**src/rtl/dma_layer_seq.sv**
```systemverilog
// Per-layer sequencer: descriptor FIFO, then weight DMA -> activation DMA -> compute, with error/abort/watchdog.
// Build option DMA_SEQ_OVERLAP_EN runs both DMA loads concurrently instead of back to back.
module dma_layer_seq #(
   parameter int AXI_ADDR_W     = 32,
   parameter int DESC_DEPTH     = 4,
   parameter int TIMEOUT_CYCLES = 1 << 20
) (
   input  logic                          clk,
   input  logic                          rst_n,
   input  logic                          desc_valid,
   output logic                          desc_ready,
   input  logic [AXI_ADDR_W-1:0]         desc_wgt_addr,
   input  logic [AXI_ADDR_W-1:0]         desc_act_addr,
   input  logic [31:0]                   desc_num_rows,
   input  logic [31:0]                   desc_num_cols,
   input  logic [31:0]                   desc_total_blocks,
   input  logic [31:0]                   desc_act_len,
   input  logic                          abort,
   output logic                          bsr_start,
   output logic [AXI_ADDR_W-1:0]         bsr_src_addr,
   output logic [31:0]                   bsr_num_rows,
   output logic [31:0]                   bsr_num_cols,
   output logic [31:0]                   bsr_total_blocks,
   input  logic                          bsr_done,
   input  logic                          bsr_error,
   output logic                          act_start,
   output logic [AXI_ADDR_W-1:0]         act_src_addr,
   output logic [31:0]                   act_len,
   input  logic                          act_done,
   input  logic                          act_error,
   output logic                          comp_start,
   input  logic                          comp_done,
   output logic                          seq_busy,
   output logic                          seq_error,
   output logic [1:0]                    err_code,
   output logic [15:0]                   layers_done,
   output logic [$clog2(DESC_DEPTH):0]   queue_count
);

   localparam int PW = $clog2(DESC_DEPTH);
   localparam int CW = PW + 1;
   localparam logic [CW-1:0] FULL     = CW'(DESC_DEPTH);
   localparam logic [31:0]   WD_LIMIT = 32'(TIMEOUT_CYCLES - 1);

`ifdef DMA_SEQ_OVERLAP_EN
   typedef enum logic [2:0] {IDLE, LOAD_WA, REL_WA, COMP, WAIT_C, ERR} state_t;
`else
   typedef enum logic [2:0] {IDLE, LOAD_W, REL_W, LOAD_A, REL_A, COMP, WAIT_C, ERR} state_t;
`endif

   state_t state;

   logic [AXI_ADDR_W-1:0] fifo_wgt    [DESC_DEPTH];
   logic [AXI_ADDR_W-1:0] fifo_act    [DESC_DEPTH];
   logic [31:0]           fifo_rows   [DESC_DEPTH];
   logic [31:0]           fifo_cols   [DESC_DEPTH];
   logic [31:0]           fifo_blocks [DESC_DEPTH];
   logic [31:0]           fifo_len    [DESC_DEPTH];
   logic [PW-1:0]         wr_ptr;
   logic [PW-1:0]         rd_ptr;

   logic [31:0] wd_cnt;
   logic        wd_fire;
   logic        err_now;
   logic [1:0]  err_sel;
   logic        push;
   logic        pop;
   logic        flush;

   assign desc_ready = (queue_count != FULL);
   assign push       = desc_valid && desc_ready && !abort;
   assign pop        = (state == IDLE) && (queue_count != '0) && !seq_error && !abort;
   assign flush      = abort || err_now;

`ifdef DMA_SEQ_OVERLAP_EN
   // Both loads are finished once every still-raised start sees its done this cycle.
   logic wa_loaded;
   assign wa_loaded = (!bsr_start || bsr_done) && (!act_start || act_done);
`endif

   // Error decision for this cycle; a done/error report beats the watchdog, abort beats both.
   always_comb begin
      wd_fire = (TIMEOUT_CYCLES != 0) && (wd_cnt == WD_LIMIT);
      err_now = 1'b0;
      err_sel = 2'd0;
      if (!abort) begin
         case (state)
`ifdef DMA_SEQ_OVERLAP_EN
            LOAD_WA: begin
               if (bsr_start && bsr_done && bsr_error) begin
                  err_now = 1'b1;
                  err_sel = 2'd1;
               end else if (act_start && act_done && act_error) begin
                  err_now = 1'b1;
                  err_sel = 2'd2;
               end else if (wd_fire && !wa_loaded) begin
                  err_now = 1'b1;
                  err_sel = 2'd3;
               end
            end
            REL_WA: begin
               if ((bsr_done || act_done) && wd_fire) begin
                  err_now = 1'b1;
                  err_sel = 2'd3;
               end
            end
`else
            LOAD_W: begin
               if (bsr_done && bsr_error) begin
                  err_now = 1'b1;
                  err_sel = 2'd1;
               end else if (!bsr_done && wd_fire) begin
                  err_now = 1'b1;
                  err_sel = 2'd3;
               end
            end
            REL_W: begin
               if (bsr_done && wd_fire) begin
                  err_now = 1'b1;
                  err_sel = 2'd3;
               end
            end
            LOAD_A: begin
               if (act_done && act_error) begin
                  err_now = 1'b1;
                  err_sel = 2'd2;
               end else if (!act_done && wd_fire) begin
                  err_now = 1'b1;
                  err_sel = 2'd3;
               end
            end
            REL_A: begin
               if (act_done && wd_fire) begin
                  err_now = 1'b1;
                  err_sel = 2'd3;
               end
            end
`endif
            WAIT_C: begin
               if (!comp_done && wd_fire) begin
                  err_now = 1'b1;
                  err_sel = 2'd3;
               end
            end
            default: ;
         endcase
      end
   end

   always_ff @(posedge clk) begin : desc_fifo
      if (!rst_n) begin
         wr_ptr      <= '0;
         rd_ptr      <= '0;
         queue_count <= '0;
      end else if (flush) begin
         wr_ptr      <= '0;
         rd_ptr      <= '0;
         queue_count <= '0;
      end else begin
         if (push) begin
            fifo_wgt[wr_ptr]    <= desc_wgt_addr;
            fifo_act[wr_ptr]    <= desc_act_addr;
            fifo_rows[wr_ptr]   <= desc_num_rows;
            fifo_cols[wr_ptr]   <= desc_num_cols;
            fifo_blocks[wr_ptr] <= desc_total_blocks;
            fifo_len[wr_ptr]    <= desc_act_len;
            wr_ptr              <= wr_ptr + 1'b1;
         end
         if (pop) begin
            rd_ptr <= rd_ptr + 1'b1;
         end
         case ({push, pop})
            2'b10:   queue_count <= queue_count + 1'b1;
            2'b01:   queue_count <= queue_count - 1'b1;
            default: ;
         endcase
      end
   end

   always_ff @(posedge clk) begin : seq_fsm
      if (!rst_n) begin
         state            <= IDLE;
         bsr_start        <= 1'b0;
         act_start        <= 1'b0;
         comp_start       <= 1'b0;
         seq_busy         <= 1'b0;
         seq_error        <= 1'b0;
         err_code         <= 2'd0;
         layers_done      <= 16'd0;
         wd_cnt           <= '0;
         bsr_src_addr     <= '0;
         bsr_num_rows     <= '0;
         bsr_num_cols     <= '0;
         bsr_total_blocks <= '0;
         act_src_addr     <= '0;
         act_len          <= '0;
      end else begin
         comp_start <= 1'b0;
         wd_cnt     <= wd_cnt + 32'd1;
         if (abort) begin
            state     <= IDLE;
            bsr_start <= 1'b0;
            act_start <= 1'b0;
            seq_busy  <= 1'b0;
            seq_error <= 1'b0;
            err_code  <= 2'd0;
            wd_cnt    <= '0;
         end else if (err_now) begin
            state     <= ERR;
            bsr_start <= 1'b0;
            act_start <= 1'b0;
            seq_busy  <= 1'b0;
            seq_error <= 1'b1;
            err_code  <= err_sel;
            wd_cnt    <= '0;
         end else begin
            case (state)
               IDLE: begin
                  if (pop) begin
                     bsr_src_addr     <= fifo_wgt[rd_ptr];
                     bsr_num_rows     <= fifo_rows[rd_ptr];
                     bsr_num_cols     <= fifo_cols[rd_ptr];
                     bsr_total_blocks <= fifo_blocks[rd_ptr];
                     act_src_addr     <= fifo_act[rd_ptr];
                     act_len          <= fifo_len[rd_ptr];
                     bsr_start        <= 1'b1;
                     seq_busy         <= 1'b1;
                     wd_cnt           <= '0;
`ifdef DMA_SEQ_OVERLAP_EN
                     act_start        <= 1'b1;
                     state            <= LOAD_WA;
`else
                     state            <= LOAD_W;
`endif
                  end
               end
`ifdef DMA_SEQ_OVERLAP_EN
               LOAD_WA: begin
                  if (bsr_done) bsr_start <= 1'b0;
                  if (act_done) act_start <= 1'b0;
                  if (wa_loaded) begin
                     state  <= REL_WA;
                     wd_cnt <= '0;
                  end
               end
               REL_WA: begin
                  if (!bsr_done && !act_done) begin
                     comp_start <= 1'b1;
                     state      <= COMP;
                     wd_cnt     <= '0;
                  end
               end
`else
               LOAD_W: begin
                  if (bsr_done) begin
                     bsr_start <= 1'b0;
                     state     <= REL_W;
                     wd_cnt    <= '0;
                  end
               end
               REL_W: begin
                  if (!bsr_done) begin
                     act_start <= 1'b1;
                     state     <= LOAD_A;
                     wd_cnt    <= '0;
                  end
               end
               LOAD_A: begin
                  if (act_done) begin
                     act_start <= 1'b0;
                     state     <= REL_A;
                     wd_cnt    <= '0;
                  end
               end
               REL_A: begin
                  if (!act_done) begin
                     comp_start <= 1'b1;
                     state      <= COMP;
                     wd_cnt     <= '0;
                  end
               end
`endif
               COMP: begin
                  state  <= WAIT_C;
                  wd_cnt <= '0;
               end
               WAIT_C: begin
                  if (comp_done) begin
                     layers_done <= layers_done + 16'd1;
                     seq_busy    <= 1'b0;
                     state       <= IDLE;
                     wd_cnt      <= '0;
                  end
               end
               default: ;
            endcase
         end
      end
   end

endmodule
```
**config.mk**
```make
export PLATFORM = sky130hd
export DESIGN_NAME = dma_layer_seq
export DESIGN_NICKNAME = d
export VERILOG_FILES = /design/src/rtl/dma_layer_seq.sv
export SDC_FILE = /design/constraint.sdc
export NUM_CORES = 1
export LEC_CHECK = 0
export CORE_MARGIN = 2
export CORE_UTILIZATION = 43
export DETAILED_ROUTE_END_ITERATION = 8
export HOLD_SLACK_MARGIN = 0.06
export SYNTH_ARGS = -nofsm -noshare
export SYNTH_HDL_FRONTEND = slang
export SYNTH_SLANG_ARGS = --single-unit
```
**constraint.sdc**
```tcl
create_clock -name clk -period 12.7 [get_ports clk]
set_input_delay 1.905 -clock clk [delete_from_list [all_inputs] [get_ports clk]]
set_output_delay 1.905 -clock clk [all_outputs]
set_load 0.01 [all_outputs]
```
==> impl_metrics.json <==
{
  "status": "finished clean",
  "synth-async-reset-ratio": 0,
  "drtIter0Drc": 1189,
  "syn-instance-count": 2189,
  "holdCritPathClass": "flop to flop",
  "rows": 108,
  "synth_area_leaders": "edfxtp_1 (61%), dfxtp_1 (14%), mux4_2 (11%)",
  "post_cts_resized": 0,
  "die-area_um2": 90200,
  "place_congestion": 0.794,
  "yosysSeqAreaShare": 0.747,
  "slowest_stage": "buf_4",
  "finalCritPeriodShare": 0.441,
  "avgSynthCellArea_um2": 17.3,
  "rsz0062_at_grt": "no",
  "syn_area_um2": 37800,
  "drc": 0,
  "crit_fanout": 65,
  "ios": 420,
  "synth_top_area_frac": 0.610,
  "clockBufferDepth": 3,
  "worst_slew_pin_slew_ns": 1.14,
  "die_y_um": 300,
  "crit_path_frequent_cell": "buf_4",
  "gr-usage-all-layers": 0.189,
  "leakage_uw": 0.0147,
  "r2r_setup_slack_ns": 8.22,
  "peakVddDrop_v": 0.000119,
  "pwr-share-clk": 0.447,
  "drv_cap": 0,
  "setup.worst_path.start": "act_done",
  "yosysWarnings": 0,
  "detail-route-antenna-nets": 0,
  "cts_tree": "done",
  "p_comb_frac": 0.036,
  "clk_transition_reported_paths_ns": 0.06,
  "period_needed_ns": 5.60,
  "worstSetupStartpointType": "primary input",
  "antenna_found_initial": 15,
  "hold_ws_ns": 0.450,
  "skew_ns": 0.0543,
  "drt_first_pass_iters": 5,
  "setup_viol": 0,
  "grt_start_max_net_pins": 112,
  "grt_pass1_vias": 21100,
  "yosys.cell_types.count": 44,
  "area_delta_synth_final_pct": 23.6,
  "critPathArrivalTime_ns": 5.86,
  "syn_nets": 2398,
  "hold_start": "act_src_addr[15]",
  "critPathRequiredTime_ns": 12.96,
  "critPathKind": "primary input to flop",
  "p_int_uw": 5650,
  "post_drt_via_cell_ratio": 5.21,
  "wirelength_um": 85700,
  "port_buffers": 419,
  "vias": 20200,
  "end_kind": "flop",
  "postCtsSetupRepairBufs": 0,
  "synth_edf_count": 768,
  "ys_ff_latch": 1025,
  "p_sw_frac": 0.201,
  "switchingPower_uw": 1420,
  "grt-ovfl-total": 0,
  "hold_viol_final": 0,
  "path_cells": "clkdlybuf4s50_1 -> nor2b_1 -> o21a_1 -> o2111ai_2 -> and3_1 -> and3_4 -> buf_4 -> buf_4",
  "start_util": 0.435,
  "clock-sinks": 1025,
  "cts_root_buf": "clkbuf_16",
  "layout.nets": 2831,
  "final_max_slew_viol_count": 0,
  "cts_buffers": 106,
  "tns_ns": 0,
  "timing.fmax_mhz": 179,
  "clk_latency_ns": 0.67,
  "synth_flop_cell": "edfxtp_1",
  "drive_gt1_frac": 0.148,
  "seq_power_share": 0.517,
  "slew-limit-headroom": 0.241,
  "ctsHoldBuffers": 0,
  "core-area_um2": 86900,
  "dp_hpwl_um": 51100,
  "r2r-start": "state[1]",
  "power.density_nw_per_um2": 152,
  "synth_largest_area_cell": "edfxtp_1",
  "wl_per_cell_um": 22.1,
  "slowest_delay_ns": 0.88,
  "grt_first_pass_wirelength_um": 129000,
  "die_w_um": 300,
  "htreeDepth": 3
}
[flip-flops by register name, indices dropped and copies added, names as in the netlist, 128 cells and up]
| signal | cells |
|---|---|
| fifo_wgt | 128 |
| fifo_blocks | 128 |
| fifo_rows | 128 |
| fifo_cols | 128 |
| fifo_len | 128 |
| fifo_act | 128 |
[power groups by stage]
stage	combinational, uW	sequential, uW	clock [uW]
finish	251	3660	3160
global route	273	3660	3380
CTS	257	3660	3250
detailed placement	256	3730	0
global placement	249	3730	0
floorplan	98.2	3730	0
[worst paths after layout]
check	cells after the start	to
hold reg to reg	2	act_src_addr[15]
setup reg to reg	7	fifo_cols[1][5]
setup / recovery	8	fifo_cols[1][5]
hold / removal	2	act_src_addr[15]
[Yosys cell counts, types with 5 or more instances]
library cell,number
a21boi_0,55
a21boi_1,140
a21oi_1,10
and2_1,18
and3_1,14
and4_1,7
buf_1,7
buf_2,30
buf_4,5
buf_6,15
clkbuf_1,63
dfxtp_1,257
edfxtp_1,768
ha_1,7
inv_1,11
mux4_2,192
nand2_1,403
nand2b_1,5
nand3_1,19
nand4_1,12
nor2_1,54
nor3_1,8
xnor2_1,26
xor2_1,25
[cells by family (layout without fill, tap and decap cells)]
| group | count (synthesis) | count (layout) | share of synthesized area |
|---|---|---|---|
| adders and majority gates | 8 | 8 | 0.00285 |
| other | 0 | 3 | 0 |
| muxes | 194 | 194 | 0.115 |
| and+or+nand+nor | 557 | 557 | 0.0625 |
| xor gates and xnor gates | 51 | 51 | 0.0118 |
| DFF | 1025 | 1025 | 0.747 |
| buffers and inverters | 132 | 659 | 0.0176 |
| AOI/OAI and AO/OA | 222 | 222 | 0.0436 |
[cells in the final DEF (no fill, tap or decap), types with 20 or more instances in the layout]
| master | synthesis | layout |
|---|---|---|
| clkbuf_16 | 0 | 109 |
| clkinv_2 | 1 | 20 |
| xor2_1 | 25 | 25 |
| mux4_2 | 192 | 192 |
| nand2_1 | 403 | 403 |
| nor2_1 | 54 | 54 |
| edfxtp_1 | 768 | 768 |
| buf_4 | 5 | 26 |
| xnor2_1 | 26 | 26 |
| clkdlybuf4s50_1 | 0 | 418 |
| a21boi_1 | 140 | 140 |
| dfxtp_1 | 257 | 255 |
| clkbuf_1 | 63 | 29 |
| a21boi_0 | 55 | 55 |
[layer usage]
metal	share of wire	GRT usage	wire (um)
met1	0.41	0.245	35400
met2	0.52	0.328	44300
met3	0.055	0.0420	4670
met4	0.013	0.0407	1100
met5	0.0020	0	171
[critical path, delay by kind of cell]
| kind | cells | cell delay (ns) |
|---|---|---|
| and+or+nand+nor | 3 | 0.84 |
| buffers and inverters | 3 | 2.36 |
| AOI/OAI and AO/OA | 2 | 0.56 |
[area by class of cell]
class	instances	area (um^2)
diodes	3	7.51
clock buffers	155	3060
clock inverters	47	582
fillers	6913	40200
inverters	12	50.0
multi-input cells	1032	8930
flip-flops and latches	1025	28200
well taps	1155	1450
repair buffers	445	4390
[stage by stage]
step,instance area [um^2],utilization,worst slack [ns],total power (uW),std cells
floorplan,37800,-,5.00,3830,2189
global placement,43000,0.495,6.44,3980,3669
detailed placement,43000,0.495,6.43,3980,3669
CTS,46700,0.537,7.11,7160,3871
global route,46700,0.537,6.92,7310,3873
finish,46700,0.537,7.10,7070,3874
No activity file was read; power rests on OpenSTA's default activity.
